### src/rtl/prog_loader_pkg.sv
// Shared definitions for the serial program loader: FSM encodings, frame
// constants shared with the core's opcode package, and the checksum helper.
package prog_loader_pkg;

    localparam int         MEM_DEPTH_DEF = 25;
    localparam logic [7:0] SYNC_BYTE_DEF = 8'hA5;

    typedef enum logic [1:0] {
        IDLE = 2'd0,
        LEN  = 2'd1,
        DATA = 2'd2,
        CHK  = 2'd3
    } ld_state_e;

    typedef enum logic [1:0] {
        RX_IDLE  = 2'd0,
        RX_START = 2'd1,
        RX_DATA  = 2'd2,
        RX_STOP  = 2'd3
    } rx_state_e;

    // Running 8-bit checksum; wraps modulo 256 so a good frame sums to zero.
    function automatic logic [7:0] chk_add(input logic [7:0] acc, input logic [7:0] b);
        return acc + b;
    endfunction

endpackage

### src/rtl/prog_loader_uart_rx.sv
// 8N1 UART receiver: synchronises the line, validates the start bit at
// half-bit, samples data at mid-bit and reports either a byte or a framing error.
import prog_loader_pkg::*;

module prog_loader_uart_rx #(
    parameter int CLKS_PER_BIT = 16
) (
    input  logic       clk,
    input  logic       rst,
    input  logic       rx,
    output logic       byte_valid,
    output logic [7:0] byte_data,
    output logic       frame_err
);

    localparam int               CNT_W   = $clog2(CLKS_PER_BIT);
    localparam logic [CNT_W-1:0] HALF_M1 = CNT_W'(CLKS_PER_BIT / 2 - 1);
    localparam logic [CNT_W-1:0] FULL_M1 = CNT_W'(CLKS_PER_BIT - 1);

    logic             rx_meta_r;
    logic             rx_sync_r;
    logic             rx_prev_r;
    rx_state_e        rx_state_r;
    logic [CNT_W-1:0] cnt_r;
    logic [2:0]       bit_idx_r;
    logic [7:0]       shift_r;

    // Two-flop synchroniser plus a delayed copy for falling-edge detection; idles high.
    always_ff @(posedge clk or posedge rst) begin
        if (rst) begin
            rx_meta_r <= 1'b1;
            rx_sync_r <= 1'b1;
            rx_prev_r <= 1'b1;
        end else begin
            rx_meta_r <= rx;
            rx_sync_r <= rx_meta_r;
            rx_prev_r <= rx_sync_r;
        end
    end

    // Bit-timing state machine; byte_valid and frame_err are single-cycle pulses.
    always_ff @(posedge clk or posedge rst) begin
        if (rst) begin
            rx_state_r <= RX_IDLE;
            cnt_r      <= '0;
            bit_idx_r  <= 3'd0;
            shift_r    <= 8'd0;
            byte_valid <= 1'b0;
            byte_data  <= 8'd0;
            frame_err  <= 1'b0;
        end else begin
            byte_valid <= 1'b0;
            frame_err  <= 1'b0;
            case (rx_state_r)
                RX_IDLE: begin
                    cnt_r <= '0;
                    if (rx_prev_r && !rx_sync_r) begin
                        rx_state_r <= RX_START;
                    end else begin
                        rx_state_r <= RX_IDLE;
                    end
                end
                RX_START: begin
                    if (cnt_r == HALF_M1) begin
                        cnt_r     <= '0;
                        bit_idx_r <= 3'd0;
                        // A line already back high at mid start bit was only a glitch.
                        if (rx_sync_r) begin
                            rx_state_r <= RX_IDLE;
                        end else begin
                            rx_state_r <= RX_DATA;
                        end
                    end else begin
                        cnt_r <= cnt_r + 1'b1;
                    end
                end
                RX_DATA: begin
                    if (cnt_r == FULL_M1) begin
                        cnt_r     <= '0;
                        shift_r   <= {rx_sync_r, shift_r[7:1]};
                        bit_idx_r <= bit_idx_r + 3'd1;
                        if (bit_idx_r == 3'd7) begin
                            rx_state_r <= RX_STOP;
                        end else begin
                            rx_state_r <= RX_DATA;
                        end
                    end else begin
                        cnt_r <= cnt_r + 1'b1;
                    end
                end
                RX_STOP: begin
                    if (cnt_r == FULL_M1) begin
                        cnt_r      <= '0;
                        rx_state_r <= RX_IDLE;
                        if (rx_sync_r) begin
                            byte_valid <= 1'b1;
                            byte_data  <= shift_r;
                        end else begin
                            frame_err <= 1'b1;
                        end
                    end else begin
                        cnt_r <= cnt_r + 1'b1;
                    end
                end
                default: begin
                    rx_state_r <= RX_IDLE;
                    cnt_r      <= '0;
                end
            endcase
        end
    end

endmodule

### src/rtl/prog_loader.sv
// Serial program loader: parses SYNC/LEN/payload/CHK frames from the UART
// and writes the payload into instruction memory at addresses 0..LEN-1.
import prog_loader_pkg::*;

module prog_loader #(
    parameter int         CLKS_PER_BIT = 16,
    parameter int         MEM_DEPTH    = MEM_DEPTH_DEF,
    parameter int         ADDR_W       = 5,
    parameter logic [7:0] SYNC_BYTE    = SYNC_BYTE_DEF,
    parameter int         TIMEOUT_CLKS = 65535
) (
    input  logic              clk,
    input  logic              rst,
    input  logic              rx,
    output logic              mem_we,
    output logic [ADDR_W-1:0] mem_addr,
    output logic [7:0]        mem_data,
    output logic              busy,
    output logic              load_done,
    output logic              load_err
);

    localparam int            TO_W    = $clog2(TIMEOUT_CLKS);
    localparam logic [TO_W-1:0] TO_LAST = TO_W'(TIMEOUT_CLKS - 1);
    localparam logic [7:0]    DEPTH_B = 8'(MEM_DEPTH);

    logic            byte_valid_s;
    logic [7:0]      byte_data_s;
    logic            frame_err_s;

    ld_state_e       state_r;
    logic [7:0]      len_r;
    logic [7:0]      idx_r;
    logic [7:0]      acc_r;
    logic [TO_W-1:0] to_cnt_r;

    prog_loader_uart_rx #(
        .CLKS_PER_BIT (CLKS_PER_BIT)
    ) u_uart_rx (
        .clk        (clk),
        .rst        (rst),
        .rx         (rx),
        .byte_valid (byte_valid_s),
        .byte_data  (byte_data_s),
        .frame_err  (frame_err_s)
    );

    // Frame-level FSM with registered memory-write and status outputs.
    always_ff @(posedge clk or posedge rst) begin
        if (rst) begin
            state_r   <= IDLE;
            len_r     <= 8'd0;
            idx_r     <= 8'd0;
            acc_r     <= 8'd0;
            to_cnt_r  <= '0;
            mem_we    <= 1'b0;
            mem_addr  <= '0;
            mem_data  <= 8'd0;
            busy      <= 1'b0;
            load_done <= 1'b0;
            load_err  <= 1'b0;
        end else begin
            mem_we <= 1'b0;
            case (state_r)
                IDLE: begin
                    to_cnt_r <= '0;
                    if (byte_valid_s && (byte_data_s == SYNC_BYTE)) begin
                        load_done <= 1'b0;
                        load_err  <= 1'b0;
                        acc_r     <= 8'd0;
                        busy      <= 1'b1;
                        state_r   <= LEN;
                    end else begin
                        busy    <= 1'b0;
                        state_r <= IDLE;
                    end
                end
                LEN, DATA, CHK: begin
                    if (frame_err_s) begin
                        load_err  <= 1'b1;
                        load_done <= 1'b0;
                        busy      <= 1'b0;
                        state_r   <= IDLE;
                    end else if (byte_valid_s) begin
                        to_cnt_r <= '0;
                        case (state_r)
                            LEN: begin
                                if ((byte_data_s == 8'd0) || (byte_data_s > DEPTH_B)) begin
                                    load_err  <= 1'b1;
                                    load_done <= 1'b0;
                                    busy      <= 1'b0;
                                    state_r   <= IDLE;
                                end else begin
                                    len_r   <= byte_data_s;
                                    idx_r   <= 8'd0;
                                    state_r <= DATA;
                                end
                            end
                            DATA: begin
                                mem_we   <= 1'b1;
                                mem_addr <= idx_r[ADDR_W-1:0];
                                mem_data <= byte_data_s;
                                acc_r    <= chk_add(acc_r, byte_data_s);
                                idx_r    <= idx_r + 8'd1;
                                if (idx_r == (len_r - 8'd1)) begin
                                    state_r <= CHK;
                                end else begin
                                    state_r <= DATA;
                                end
                            end
                            CHK: begin
                                busy    <= 1'b0;
                                state_r <= IDLE;
                                if (chk_add(acc_r, byte_data_s) == 8'd0) begin
                                    load_done <= 1'b1;
                                    load_err  <= 1'b0;
                                end else begin
                                    load_done <= 1'b0;
                                    load_err  <= 1'b1;
                                end
                            end
                            default: begin
                                busy    <= 1'b0;
                                state_r <= IDLE;
                            end
                        endcase
                    end else if (to_cnt_r == TO_LAST) begin
                        // Host went silent mid-frame: abandon it.
                        load_err  <= 1'b1;
                        load_done <= 1'b0;
                        busy      <= 1'b0;
                        state_r   <= IDLE;
                    end else begin
                        to_cnt_r <= to_cnt_r + 1'b1;
                    end
                end
                default: begin
                    busy    <= 1'b0;
                    state_r <= IDLE;
                end
            endcase
        end
    end

endmodule
### config.mk
export PLATFORM = sky130hd
export DESIGN_NAME = prog_loader
export DESIGN_NICKNAME = d
export VERILOG_FILES = /design/src/rtl/prog_loader_pkg.sv /design/src/rtl/prog_loader_uart_rx.sv /design/src/rtl/prog_loader.sv
export SDC_FILE = /design/constraint.sdc
export NUM_CORES = 1
export LEC_CHECK = 0
export CORE_AREA = 2 2 99 91
export CTS_CLUSTER_DIAMETER = 200
export DETAILED_ROUTE_END_ITERATION = 8
export DIE_AREA = 0 0 101 93
export PLACE_DENSITY = 0.81
export SLEW_MARGIN = 0
export SYNTH_ARGS = -nofsm -noshare
export SYNTH_HDL_FRONTEND = slang
export SYNTH_SLANG_ARGS = --single-unit
### constraint.sdc
create_clock -name clk -period 2.9 [get_ports clk]
set_input_delay 0.725 -clock clk [delete_from_list [all_inputs] [get_ports clk]]
set_output_delay 0.725 -clock clk [all_outputs]
set_load 0.05 [all_outputs]
# Word level (Yosys, flattened, before mapping)
# Cells that the tools add are included.
# Widths: inputs -> output; s select.
[word_totals]
in_bits = 3
regBits = 89
out_inout_bits = 17
elab_cells = 140
[classes]
n_mux = 62
n_eq_ne = 25
bitwise_logic = 2
reduce_logical = 23
add_sub_neg = 6
n_lt_le_gt_ge = 1
[op_table]
columns = ["op", "n"]
rows = [
  ["$mux 16", 3],
  ["$mux 8", 5],
  ["$pmux 16 s2", 1],
  ["$pmux 8 s2", 2],
  ["$mux 1", 28],
  ["$add 16x1->16 const B", 1],
  ["$eq 16x16->1 const B", 1],
  ["$logic_not 8->1", 2],
  ["$mux 2", 8],
  ["$pmux 1 s2", 6],
  ["$pmux 4 s3", 1],
  ["$reduce_and 3->1", 4],
  ["$reduce_and 4->1", 3],
  ["$ne 5x5->1 const B", 2],
  ["$reduce_and 5->1", 2],
  ["$add 8x1->8 const B", 1],
  ["$add 8x8->8", 1],
  ["$eq 2x2->1 const B", 4],
  ["$eq 8x8->1", 1],
  ["$eq 8x8->1 const B", 1],
  ["$gt 8x5->1 const B", 1],
  ["$mux 4", 2],
  ["$ne 2x1->1 const B", 4],
  ["$ne 2x2->1 const B", 4],
  ["23 further kinds", 31],
]

# Depth between registers and ports, before layout
[logic_depth]
word_depth = 7
mapped_depth = 9

# By module
# From an unflattened synthesis, not the netlist that was laid out.
[hier_totals]
cells_unflattened = 436
hier_area_um2 = 4769.6
[modules_own_cells]
columns = ["module", "n_inst", "area_each_um2", "cells_each"]
rows = [
  ["prog_loader", 1, 3464.6, 345],
  ["prog_loader_uart_rx", 1, 1305.0, 91],
]

# Least setup slack after synthesis
# No wires, ideal clock.
[synth_path]
path_kind = "flip-flop to flip-flop"
from = "register u_uart_rx.byte_data[0]"
to = "register load_err"
period_less_slack_ns = 2.581
arrival_time_ns = 2.460
stages_incl_launch_ff = 9
path_slack_ns = 0.319
setup_ns = 0.121
path_cell_list = "dfrtp_1 > ha_1 > fa_1 > a21o_1 > a21oi_2 > xnor2_1 > or3_1 > or4_4 > a22o_1"
[synth_via]
elab_chain_len = 7
elab_cells_between_ends = 15
[synth_lines]
columns = ["element", "line", "text"]
rows = [
  ["start: declaration", "prog_loader_uart_rx.sv:12", "output logic [7:0] byte_data,"],
  ["start signal: assignment", "prog_loader_uart_rx.sv:97", "byte_data <= shift_r;"],
  ["$add 8x8->8", "prog_loader_pkg.sv:24", "return acc + b;"],
  ["$logic_not 8->1", "prog_loader.sv:114", "if (chk_add(acc_r, byte_data_s) == 8'd0) begin"],
  ["$mux 1", "prog_loader.sv:114", ""],
  ["$pmux 1 s2", "prog_loader.sv:86", "case (state_r)"],
  ["$mux 1", "prog_loader.sv:84", "end else if (byte_valid_s) begin"],
  ["$mux 1", "prog_loader.sv:79", "if (frame_err_s) begin"],
  ["$pmux 1 s2", "prog_loader.sv:64", "case (state_r)"],
  ["end signal: assignment", "prog_loader.sv:69", "load_err <= 1'b0;"],
  ["end signal: assignment", "prog_loader.sv:80", "load_err <= 1'b1;"],
  ["end signal: assignment", "prog_loader.sv:89", "load_err <= 1'b1;"],
  ["end: declaration", "prog_loader.sv:20", "output logic load_err"],
]
# Parallel ways exist; a longest one is shown, timed or not.
# A chain may end at the register's enable or synchronous reset.

# Final worst setup path
# Same ends and word-level chain as after synthesis.

==> implementation parameters <==
Parameter                              Value

Detailed routing
  Via count    3,210
  Routed wirelength normalized by instance count    15.87 um
  Total wire length    8826 um
  Number of remaining DRC errors    0
  Post-Route M1 WL    4257 um
  Wire length on met3    282 um
  Via density    5.773
  Number of iterations in the first detailed-routing pass    4
  Antenna-violating nets left    0
  Highest routed layer    met4
  Initial detailed-routing violation count    151
  Routed length on met2    4261 um

Timing
  Setup TNS after final layout    0 ns
  Fin. max-slew vios    0
  Minimum clock period after layout    2.754 ns
  Number of setup violations in the final report    0
  Final hold vios    0
  Remaining max-slew budget at the tightest pin    45.07%
  Worst-margin pin slew    0.8164 ns
  Final critical-path share of the clock period    94.98%
  Setup clock skew after layout    0.01480 ns
  RSZ-0062 raised after global routing    no
  Max frequency    0.3631 GHz

Die
  Starting density of the core    53.44%
  Top-level I/O count    20
  Number of rows created at floorplan    32
  Chip Height    93 um
  Area enclosed by the die boundary    0.009393 mm2
  Core ar.    0.008408 mm2
  Horizontal die dimension    101 um

Clocking
  Clock latency at the later pin of the worst-skew pair    0.36 ns
  Cell chosen for the clock root    sky130_fd_sc_hd__clkbuf_8
  Number of buffers added by the clock tree synthesis step    9
  Number of buffers on the longest clock path    2
  Clock sink count    89
  TritonCTS clock tree    built
  Number of cells upsized or downsized after cts    0
  Number of H-tree levels    3
  Clock-pin slew on the worst setup and hold paths    0.09 ns
  Number of hold buffers added after CTS    0
  Buffers inserted during post-CTS setup optimization    0

Global routing
  Initial antenna violation count    0
  Pin count of the biggest net entering global routing    90
  Total GRT Usage    20.23%
  Sum of overflow across all layers after global routing    0
  Vias in the first global route    3,215
  Global-route wire length before repair    15,100 um

Critical path
  Total number of cells along the worst setup path    8
  Critical path buffer and inverter count    0
  Worst Path Arrival    3.00 ns
  CP Max Fanout    6
  Path depth of the worst reg2reg path    8
  CP endpoint kind    register
  Setup crit start kind    register
  Dominant delay contributor by cell family on the critical path    simple AND/OR/NAND/NOR gates
  List of cells traversed by the critical path    ha_1 > fa_1 > a21o_1 > a21oi_2 > xnor2_1 > or3_1 > or4_4 > a22o_1
  Data required time at the worst endpoint    3.15 ns
  Type of the worst setup path    register to register
  Critical Path Slowest Stage Cell    sky130_fd_sc_hd__or4_4
  Stage delay of the slowest cell on the critical path    0.49 ns

Power
  Switching power    673.5 uW
  Pleak    0.002338 uW
  Sequential Power Share    53.2%
  Comb power frac    10.2%
  Internal power contribution    1772 uW
  Cell Pwr Density    488.0 mW/mm2
  Maximum VDD drop    0.0003737 V
  Proportion of power drawn by the clock network    36.6%
  Switching fraction of total power    27.54%
  Total chip power    2445 uW

Run status
  Status    finished clean

Cells and area
  Filler cell count    682
  Share of cells above drive strength 1    11.89%
  P&R area growth vs syn    11.53%
  Antenna cells    0
  Nets    477

Yosys
  Share of async-settable or async-resettable flops after synthesis    100.0%
  Share of synthesized area occupied by flip-flops and latches    49.65%
  Mapped Cells    427
  Post-synthesis register bit count    89
  Most instantiated flip-flop cell in the synthesis netlist    sky130_fd_sc_hd__dfrtp_1
  Area share of the leading cell type in the synthesized netlist    47.90%
  Post-Syn Area    0.004493 mm2
  Top cells by area in the synthesized netlist    sky130_fd_sc_hd__dfrtp_1 (48%), sky130_fd_sc_hd__ha_1 (6.7%), sky130_fd_sc_hd__mux2_2 (5.0%)
  Synth Warn #    0
  Number of nets produced by synthesis    455
  Yosys cell types    49
  Area leader, netlist    sky130_fd_sc_hd__dfrtp_1
  Synthesized area per cell    10.52 um2
  Number of enable-type register cells in the synthesized netlist    0

Worst hold path
  Worst min path class    register to register
  Number of cells on the worst hold path    0

Placement
  Count of input and output buffers    19
  DP Wirelength    6199 um
  Routability cong.    0.8410

Job
  Max-capacitance violation count    0
-- worst register-to-register path, cell delays in order, from the launching register on --
cell and delay [ns]:
sky130_fd_sc_hd__dfrtp_1 0.44, sky130_fd_sc_hd__ha_1 0.27, sky130_fd_sc_hd__fa_1 0.44, sky130_fd_sc_hd__a21o_1 0.20, sky130_fd_sc_hd__a21oi_2 0.14, sky130_fd_sc_hd__xnor2_1 0.09
sky130_fd_sc_hd__or3_1 0.36, sky130_fd_sc_hd__or4_4 0.49, sky130_fd_sc_hd__a22o_1 0.20
-- cell type report --
class                   count  area [um2]  area share (%)
multi-input cells         312        2162           43.15
clock buffers               9       123.9           2.472
repair buffers             22       225.2           4.494
clock inverters             7       81.33           1.623
well taps                 102       127.6           2.547
flip-flops and latches     89        2231           44.52
inverters                  15       60.06           1.199
-- Yosys cell counts, types with 3 or more instances --
cell / n
sky130_fd_sc_hd__clkbuf_1: 9
sky130_fd_sc_hd__mux2_2: 20
sky130_fd_sc_hd__xor2_1: 17
sky130_fd_sc_hd__nand2b_1: 7
sky130_fd_sc_hd__nand4_1: 11
sky130_fd_sc_hd__a21o_1: 5
sky130_fd_sc_hd__dfstp_2: 3
sky130_fd_sc_hd__nor2b_1: 5
sky130_fd_sc_hd__xnor2_1: 20
sky130_fd_sc_hd__nand2_1: 52
sky130_fd_sc_hd__and3_1: 3
sky130_fd_sc_hd__a22o_1: 8
sky130_fd_sc_hd__inv_1: 14
sky130_fd_sc_hd__o21ai_0: 16
sky130_fd_sc_hd__and2_1: 4
sky130_fd_sc_hd__nor3_1: 11
sky130_fd_sc_hd__nor2_1: 37
sky130_fd_sc_hd__dfrtp_1: 86
sky130_fd_sc_hd__ha_1: 24
sky130_fd_sc_hd__nor3b_1: 3
sky130_fd_sc_hd__o21bai_1: 3
sky130_fd_sc_hd__nor4_1: 8
sky130_fd_sc_hd__mux2_1: 4
sky130_fd_sc_hd__nand3_1: 12
sky130_fd_sc_hd__a21oi_1: 11
-- worst paths after layout --
kind                                   startpoint                  end  slack [ns]
min in group asynchronous                     rst          mem_addr[1]        0.81
min                           u_uart_rx.rx_meta_r  u_uart_rx.rx_sync_r        0.36
max in group asynchronous                     rst  u_uart_rx.rx_prev_r        1.68
max reg2reg                u_uart_rx.byte_data[0]             load_err        0.15
min reg2reg                   u_uart_rx.rx_meta_r  u_uart_rx.rx_sync_r        0.36
max                        u_uart_rx.byte_data[0]             load_err        0.15
-- registers in the layout, summed over array words and instances, names as in the netlist, 2 cells and up, named ones only --
register / cells
mem_data: 8
len_r: 8
u_uart_rx.bit_idx_r: 3
u_uart_rx.cnt_r: 4
state_r: 2
idx_r: 8
acc_r: 8
to_cnt_r: 16
u_uart_rx.byte_data: 8
mem_addr: 5
u_uart_rx.shift_r: 8
-- cells by family (layout without fill, tap and decap cells) --
logic type      count (synthesis)  in the layout  share of synthesized area [%]
compound gates                 61             61                          9.134
simple gates                  163            163                          18.10
xor+xnor                       37             37                          7.212
flops                          89             89                          49.65
buf+inv                        26             53                          2.228
mux                            26             26                          6.544
fa+ha+maj                      25             25                          7.129
-- through the flow --
stage	setup slack (ns)	hold slack [ns]	cell area, um2	util (%)	cells
after floorplan	0.3194	0.3452	4497	-	427
after global placement	0.2375	0.3469	4806	57.16	540
after detailed placement	0.1709	0.3468	4806	57.16	540
after CTS	0.1499	0.3613	5011	59.60	556
after global routing	0.04390	0.3700	5011	59.60	556
final	0.1456	0.3595	5011	59.60	556
-- layer usage --
metal  track usage (%)  up-vias
li1                  -     1535
met1             28.22     1631
met2             31.89       39
met3             4.858        5
met4             5.518        0
met5                 0        -
-- cells in the final DEF (no fill, tap or decap), types with 5 or more instances in the layout --
cell / n
sky130_fd_sc_hd__dfrtp_1: 86
sky130_fd_sc_hd__nand2_1: 52
sky130_fd_sc_hd__nor2_1: 37
sky130_fd_sc_hd__ha_1: 24
sky130_fd_sc_hd__xnor2_1: 20
sky130_fd_sc_hd__mux2_2: 20
sky130_fd_sc_hd__clkdlybuf4s50_1: 19
sky130_fd_sc_hd__xor2_1: 17
sky130_fd_sc_hd__o21ai_0: 16
sky130_fd_sc_hd__inv_1: 13
sky130_fd_sc_hd__nand3_1: 12
sky130_fd_sc_hd__nand4_1: 11
sky130_fd_sc_hd__nor3_1: 11
sky130_fd_sc_hd__a21oi_1: 11
sky130_fd_sc_hd__clkbuf_8: 9
sky130_fd_sc_hd__nor4_1: 8
sky130_fd_sc_hd__a22o_1: 8
sky130_fd_sc_hd__nand2b_1: 7
sky130_fd_sc_hd__nor2b_1: 5
sky130_fd_sc_hd__a21o_1: 5
-- power by group through the flow --
stage          sequential, uW  clock [uW]  combinational, uW
2_1_floorplan            1320           0                190
3_3_place_gp             1320           0                235
3_5_place_dp             1320           0                251
4_1_cts                  1300         915                250
5_1_grt                  1310         978                291
6_report                 1300         896                248
Power figures use the tool's default switching activity.
